**src/rtl/ccff_pkg.sv**
```systemverilog
// Shared definitions for the configuration-chain loader: state encoding,
// default geometry and a small width helper.
package ccff_pkg;

    localparam int unsigned CCFF_CHAIN_LEN_DEF = 16;
    localparam int unsigned CCFF_WORD_W_DEF    = 8;

    typedef enum logic [2:0] {
        ST_IDLE,
        ST_CLEAR,
        ST_WAIT_WORD,
        ST_SHIFT,
        ST_DONE
    } ccff_state_e;

    // Index width that stays at least one bit for single-bit words.
    function automatic int unsigned ccff_idx_w(input int unsigned w);
        return (w > 1) ? $clog2(w) : 1;
    endfunction

endpackage

```
**src/rtl/ccff_word_serializer.sv**
```systemverilog
// Holds one bitstream word and presents it MSB first, one bit per shift,
// tracking which bit of the word is currently at the head.
module ccff_word_serializer
    import ccff_pkg::*;
#(
    parameter int unsigned WORD_W = CCFF_WORD_W_DEF
) (
    input  logic              i_clk,
    input  logic              i_rst,
    input  logic              i_load,
    input  logic              i_shift,
    input  logic [WORD_W-1:0] i_word,
    output logic              o_msb,
    output logic              o_last
);

    localparam int unsigned IDX_W = ccff_idx_w(WORD_W);

    logic [WORD_W-1:0] r_sreg;
    logic [IDX_W-1:0]  r_idx;

    always_ff @(posedge i_clk) begin
        if (i_rst) begin
            r_sreg <= '0;
            r_idx  <= '0;
        end else if (i_load) begin
            r_sreg <= i_word;
            r_idx  <= '0;
        end else if (i_shift) begin
            r_sreg <= r_sreg << 1;
            r_idx  <= r_idx + 1'b1;
        end
    end

    assign o_msb  = r_sreg[WORD_W-1];
    assign o_last = (r_idx == IDX_W'(WORD_W - 1));

endmodule

```
**src/rtl/ccff_chain_loader.sv**
```systemverilog
// Streams bitstream words into a serial configuration flip-flop chain:
// clear pulse, then CHAIN_LEN shift cycles fed word by word.
module ccff_chain_loader
    import ccff_pkg::*;
#(
    parameter int unsigned CHAIN_LEN = CCFF_CHAIN_LEN_DEF,
    parameter int unsigned WORD_W    = CCFF_WORD_W_DEF,
    localparam int unsigned BC_W     = $clog2(CHAIN_LEN + 1)
) (
    input  logic              prog_clk,
    input  logic              pReset,
    input  logic              start,
    input  logic              abort,
    input  logic [WORD_W-1:0] bs_data,
    input  logic              bs_valid,
    output logic              bs_ready,
    output logic              ccff_head,
    output logic              ccff_shift_en,
    input  logic              ccff_tail,
    output logic              chain_rst,
    output logic              busy,
    output logic              done,
    output logic              aborted,
    output logic              tail_parity,
    output logic [BC_W-1:0]   bit_cnt
);

    ccff_state_e     r_state;
    ccff_state_e     w_next;
    logic [BC_W-1:0] r_bit_cnt;
    logic            r_parity;
    logic            r_aborted;

    logic w_run;
    logic w_start_ok;
    logic w_shift;
    logic w_load;
    logic w_last_chain;
    logic w_msb;
    logic w_last_word;

    // Abort and reset gate the strobes so the chain never sees an edge
    // that the loader's counters do not account for.
    assign w_run        = ~pReset & ~abort;
    assign w_start_ok   = start & ~abort & ((r_state == ST_IDLE) || (r_state == ST_DONE));
    assign w_shift      = w_run & (r_state == ST_SHIFT);
    assign w_load       = w_run & (r_state == ST_WAIT_WORD) & bs_valid;
    assign w_last_chain = (r_bit_cnt == BC_W'(CHAIN_LEN - 1));

    always_comb begin
        w_next = r_state;
        if (abort) begin
            w_next = ST_IDLE;
        end else begin
            case (r_state)
                ST_IDLE, ST_DONE: if (start) w_next = ST_CLEAR;
                ST_CLEAR:         w_next = ST_WAIT_WORD;
                ST_WAIT_WORD:     if (bs_valid) w_next = ST_SHIFT;
                ST_SHIFT: begin
                    if (w_last_chain)     w_next = ST_DONE;
                    else if (w_last_word) w_next = ST_WAIT_WORD;
                end
                default:          w_next = ST_IDLE;
            endcase
        end
    end

    always_ff @(posedge prog_clk) begin
        if (pReset) begin
            r_state   <= ST_IDLE;
            r_bit_cnt <= '0;
            r_parity  <= 1'b0;
            r_aborted <= 1'b0;
        end else begin
            r_state <= w_next;
            if (abort) begin
                r_aborted <= 1'b1;
            end else if (w_start_ok) begin
                r_bit_cnt <= '0;
                r_parity  <= 1'b0;
                r_aborted <= 1'b0;
            end else if (w_shift) begin
                r_bit_cnt <= r_bit_cnt + 1'b1;
                r_parity  <= r_parity ^ ccff_tail;
            end
        end
    end

    ccff_word_serializer #(
        .WORD_W (WORD_W)
    ) u_serializer (
        .i_clk   (prog_clk),
        .i_rst   (pReset),
        .i_load  (w_load),
        .i_shift (w_shift),
        .i_word  (bs_data),
        .o_msb   (w_msb),
        .o_last  (w_last_word)
    );

    assign bs_ready      = w_run & (r_state == ST_WAIT_WORD);
    assign ccff_head     = w_shift & w_msb;
    assign ccff_shift_en = w_shift;
    assign chain_rst     = ~pReset & (r_state == ST_CLEAR);
    assign busy          = ~pReset & ((r_state == ST_CLEAR) || (r_state == ST_WAIT_WORD) ||
                                      (r_state == ST_SHIFT));
    assign done          = ~pReset & (r_state == ST_DONE);
    assign aborted       = r_aborted;
    assign tail_parity   = r_parity;
    assign bit_cnt       = r_bit_cnt;

endmodule

```
**config.mk**
```make
export PLATFORM = sky130hd
export DESIGN_NAME = ccff_chain_loader
export DESIGN_NICKNAME = d
export VERILOG_FILES = /design/src/rtl/ccff_pkg.sv /design/src/rtl/ccff_word_serializer.sv /design/src/rtl/ccff_chain_loader.sv
export SDC_FILE = /design/constraint.sdc
export NUM_CORES = 1
export LEC_CHECK = 0
export CAP_MARGIN = 5
export CORE_ASPECT_RATIO = 0.6
export CORE_MARGIN = 3
export CORE_UTILIZATION = 47
export DETAILED_ROUTE_END_ITERATION = 7
export PLACE_DENSITY = 0.74
export SKIP_LAST_GASP = 1
export SYNTH_ARGS = -nofsm -noshare
export SYNTH_HDL_FRONTEND = slang
export SYNTH_SLANG_ARGS = --single-unit
```
**constraint.sdc**
```tcl
create_clock -name prog_clk -period 2.52 [get_ports prog_clk]
set_clock_uncertainty 0.1 [all_clocks]
set_input_delay 0.63 -clock prog_clk [delete_from_list [all_inputs] [get_ports prog_clk]]
set_output_delay 0.63 -clock prog_clk [all_outputs]
set_load 0.05 [all_outputs]
```
==> results of run 1 <==
[worst max path at each step]
stage | to | slack (ns) | cells after the start
after global routing | ccff_shift_en | 0.02 | 4
after CTS | bs_ready | 0.005 | 5
final | ccff_shift_en | 0.06 | 4
after detailed placement | ccff_shift_en | -0.14 | 4
after floorplan | ccff_shift_en | 0.06 | 4
after global placement | ccff_shift_en | -0.13 | 4
[kinds of logic after synthesis]
kind of cell / synth area share
mux: 0.00941
buf+inv: 0.0671
flops: 0.395
simple gates: 0.271
compound gates: 0.211
fa+ha+maj: 0.0471
[layout make-up]
cell class                 instances  area [µm²]
fill                             133         442
inverter                           4        15.0
clock inverter                     1        5.00
sequential                        21         420
tap                               28        35.0
timing repair buffer              38         412
multi-input combinational         91         627
clock buffer                       3        41.3
[through the flow]
step | cells | total power (W)
floorplan | 128 | 0.000379
global placement | 182 | 0.000424
detailed placement | 182 | 0.000426
CTS | 186 | 0.000642
global route | 186 | 0.000671
finish | 186 | 0.000642
[flip-flops by register name, indices dropped and copies added, names as in the netlist]
register             count
bit_cnt                  5
u_serializer.r_sreg      8
tail_parity              1
aborted                  1
u_serializer.r_idx       3
r_state                  3
[cell usage after synthesis, types with 2 or more instances]
cell type	instances	area, µm²
or4_1	2	15.0
nor3_1	8	40.0
a21oi_1	11	55.1
nor2_1	7	26.3
nor4_1	2	12.5
ha_1	4	50.1
dfxtp_1	21	420
o21ai_0	12	60.1
or3_1	3	18.8
a311oi_1	7	61.3
clkbuf_1	7	26.3
nand3_1	13	65.1
or2_2	2	12.5
nand3b_1	2	15.0
buf_2	2	10.0
o31ai_1	2	15.0
and3_1	3	18.8
inv_1	4	15.0
[what timing repair did]
| item | in CTS | in global routing |
|---|---|---|
| gates resized for setup | 6 | 0 |
| pin swaps | 1 | 1 |
| setup endpoints to repair | 3 | 1 |
[power by group through the flow]
| stage | Sequential (W) | Clock (W) | Combinational [W] |
|---|---|---|---|
| after CTS | 0.000337 | 0.000222 | 0.0000828 |
| after global placement | 0.000345 | 0 | 0.0000788 |
| final | 0.000337 | 0.000220 | 0.0000837 |
| after floorplan | 0.000349 | 0 | 0.0000297 |
| after detailed placement | 0.000345 | 0 | 0.0000809 |
| after global routing | 0.000338 | 0.000243 | 0.0000894 |
[per-layer routing]
| layer | track usage | share of wire |
|---|---|---|
| met4 | 0.0645 | 0.0096 |
| met3 | 0.0582 | 0.079 |
| met2 | 0.338 | 0.45 |
| met5 | 0 | 0 |
| met1 | 0.335 | 0.46 |
[worst max-delay path, cell delays in order]
cell           delay (ns)
dlygate4sd2_1        0.26
or4b_4               0.57
nor2_4               0.13
buf_12               0.14
==> results.toml, run 1 <==
[clock_network]
htree_levels = 1
cts_inserted_buffers = 3
clock-sinks = 21
post-cts-setup-buffers = 0
cts_tree = "done"
clkTransAtPathRegs_ns = 0.08
clk_latency_ns = 0.26
clockBufferDepth = 2
cts_root_buf = "clkbuf_8"
ctsHoldBuffers = 0

[critical_path]
cp.required_ns = 1.79
r2r-start = "r_state[2]$_SDFFE_PP0P_"
path_max_fanout = 2
worst_setup_path_end_kind = "output port"
reg2reg_depth = 4
critPathKind = "input port to output port"
worstReg2RegEnd = "bit_cnt[3]$_SDFFE_PP0P_"
cp-start-kind = "input port"
crit_path_start = "abort"
rrSetupSlack_ns = 0.47
cp.arrival_ns = 1.73

[die]
die_x_um = 67.4
core-area_mm2 = 0.00200
ios = 27
rows = 12
die-area_mm2 = 0.00289
chipHeight_um = 42.8
start_util = 0.533

[drt]
dr.first_iter.drc_count = 84
vias = 1104
ant_nets = 0
drc = 0
vias_per_cell = 5.94
wire_per_inst_um = 16.2
firstDrtPassIters = 4
drt-total-wl_um = 3020

[pwr]
power_frac_clock = 0.344
pwr-share-seq = 0.526
power_density_mw_per_mm2 = 412
combPwrFrac = 0.130
irDropWorstVdd_mv = 0.435
p_int_w = 0.000485
p_leak_nw = 0.542
switching_share = 0.244
switching_power_w = 0.000156

[status]
run_status = "completed"

[grt]
track_usage = 0.232
gr-total-overflow = 0
antenna_found_initial = 0
grt_pass1_wl_um = 5080
first_global_vias = 1037
grt_max_degree = 21

[placement]
post-place-ws_ns = -0.143
gp_congestion = 0.771
hpwl_um = 2140
place_area_mm2 = 0.00149
io_buffers = 26

[sta]
finalMaxSlewViolations = 0
min_period_over_period = 0.976
setup_slack_ns = 0.0612
worstMarginPinSlew_ns = 0.497
period_needed_ns = 2.46
hold_slack_ns = 0.380
hold_viol = 0
rsz0062_at_grt = "no"
maxSlewHeadroom = 0.668
fin_setup_tns_ns = 0
max_freq_mhz = 407
setup_viol = 0

[flow_run]
cap_viol_max_count = 0

[synthesis]
syn-num-nets = 146
yosysUniqueCellTypes = 34
synth-async-reset-ratio = 0
ys_seq_area_frac = 0.395
avgSynthCellArea_um2 = 8.31
yosysWarnings = 0
synthFlopType = "dfxtp_1"
netlist_area_mm2 = 0.00106
syn_inst = 128
synth_edf_count = 0
ys_seq_elements = 21

[layout]
fin_area_mm2 = 0.00156
final_common_cell = "dfxtp_1"
nets = 177
fin_util = 0.779
syn_to_final_growth_pct = 46.2
drive_gt1_frac = 0.203
layout_common_cells = "dfxtp_1 (21), clkdlybuf4s50_1 (18), nand3_1 (13)"
n_antenna_cell = 0

[min_path]
hp-start = "aborted$_SDFFE_PP0P_"
hold-path-endpoint = "aborted$_SDFFE_PP0P_"
min_path_type = "flop to flop"
hold_depth = 2
Note: power is estimated with default switching activity, not from simulation.
==> run 2, diff against run 1 <==
CORE_ASPECT_RATIO = default   (was 0.6)
CORE_UTILIZATION = 51   (was 47)
MAX_ROUTING_LAYER = met4   (was default)
PLACE_DENSITY = 0.8   (was 0.74)
SETUP_SLACK_MARGIN = 0.5   (was default)
clock period = 3.2 ns   (was 2.52 ns; I/O delays follow)
==> results.toml, run 2 (synthesis gave the netlist of run 1 again) <==
[grt]
antenna_found_initial = 0
grt_pass1_wl_um = 5140
first_global_vias = 1161
track_usage = 0.257
gr-total-overflow = 0
grt_max_degree = 21

[drt]
ant_nets = 0
drc = 0
vias_per_cell = 6.27
dr.first_iter.drc_count = 16
firstDrtPassIters = 4
vias = 1141
wire_per_inst_um = 16.1
drt-total-wl_um = 2930

[die]
die_x_um = 51.7
chipHeight_um = 51.7
core-area_mm2 = 0.00184
rows = 15
ios = 27
start_util = 0.578
die-area_mm2 = 0.00267

[placement]
place_area_mm2 = 0.00146
hpwl_um = 1990
gp_congestion = 0.822
placed_cells = 175
post-place-ws_ns = 0.166
io_buffers = 26

[clock_network]
cts_inserted_buffers = 3
cts_root_buf = "clkbuf_4"
htree_levels = 1
clk_latency_ns = 0.30
clockBufferDepth = 2
clkTransAtPathRegs_ns = 0.11
clock-sinks = 21
cts_tree = "done"

[layout]
final_common_cell = "dfxtp_1"
top_register = "u_serializer.r_sreg"
largest_reg_flops = 8
final_cells = 182
fin_area_mm2 = 0.00152
drive_gt1_frac = 0.204
nets = 176
syn_to_final_growth_pct = 43.3
nFillCells = 132
n_antenna_cell = 0
layout_common_cells = "dfxtp_1 (21), clkdlybuf4s50_1 (18), nand3_1 (13)"

[critical_path]
critPathKind = "input port to output port"
cp-start-kind = "input port"
worst_setup_path_end_kind = "output port"
cp.arrival_ns = 1.76
path_max_fanout = 2
cp.required_ns = 2.30

[sta]
maxSlewHeadroom = 0.664
period_needed_ns = 2.66
max_freq_mhz = 376
setup_viol = 0
hold_viol = 0
rsz0062_at_grt = "no"
hold_slack_ns = 0.385
finalMaxSlewViolations = 0
worstMarginPinSlew_ns = 0.503
setup_slack_ns = 0.539
min_period_over_period = 0.832
fin_setup_tns_ns = 0

[flow_run]
cap_viol_max_count = 0

[pwr]
irDropWorstVdd_mv = 0.240
power_density_mw_per_mm2 = 301
p_leak_nw = 0.523

[min_path]
min_path_type = "flop to flop"

[status]
run_status = "completed"
[run 2: path summary, 6_finish.rpt]
check	from	endpoint	slack (ns)	cells past startpoint
min	aborted$_SDFFE_PP0P_	aborted$_SDFFE_PP0P_	0.39	2
max reg2reg	r_state[2]$_SDFFE_PP0P_	bit_cnt[3]$_SDFFE_PP0P_	1.12	4
max	abort	ccff_shift_en	0.54	4
min reg2reg	aborted$_SDFFE_PP0P_	aborted$_SDFFE_PP0P_	0.39	2
[run 2: cell type report]
type	count	area [µm²]	area share
Inverter	4	15.0	0.00985
Tap cell	25	31.3	0.0205
Clock buffer	4	26.3	0.0172
Sequential cell	21	420	0.276
Multi-Input combinational cell	91	631	0.414
Timing Repair Buffer	37	400	0.263
[run 2: metal layers]
| metal | vias up | global-route usage | part of all wire |
|---|---|---|---|
| met3 | 7 | 0.0401 | 0.061 |
| li1 | 539 | - | - |
| met1 | 553 | 0.300 | 0.43 |
| met5 | - | - | 0 |
| met4 | 0 | 0.0873 | 0.015 |
| met2 | 42 | 0.449 | 0.49 |
[run 2: power by group]
part           internal [W]   total, W  switching, W
registers          0.000264   0.000267    0.00000322
logic             0.0000319  0.0000643     0.0000323
clock network     0.0000485   0.000127     0.0000786
total              0.000344   0.000458      0.000114
[run 2: repair_timing]
action                                  CTS  global route
pin swaps                                 2             1
resized for setup                        14             0
hold buffers                              0             0
endpoints found under the setup margin    6             1
setup buffers                             3             0
[run 2: stage by stage]
stage	utilization	total power, W
global placement	0.793	0.000330
floorplan	-	0.000298
finish	0.829	0.000458
global route	0.829	0.000474
detailed placement	0.793	0.000332
CTS	0.829	0.000461
[run 2: worst max-delay path, cell delays in order]
cell    delay (ns)
buf_2         0.11
or4b_4        0.57
nor2_4        0.14
buf_12        0.14
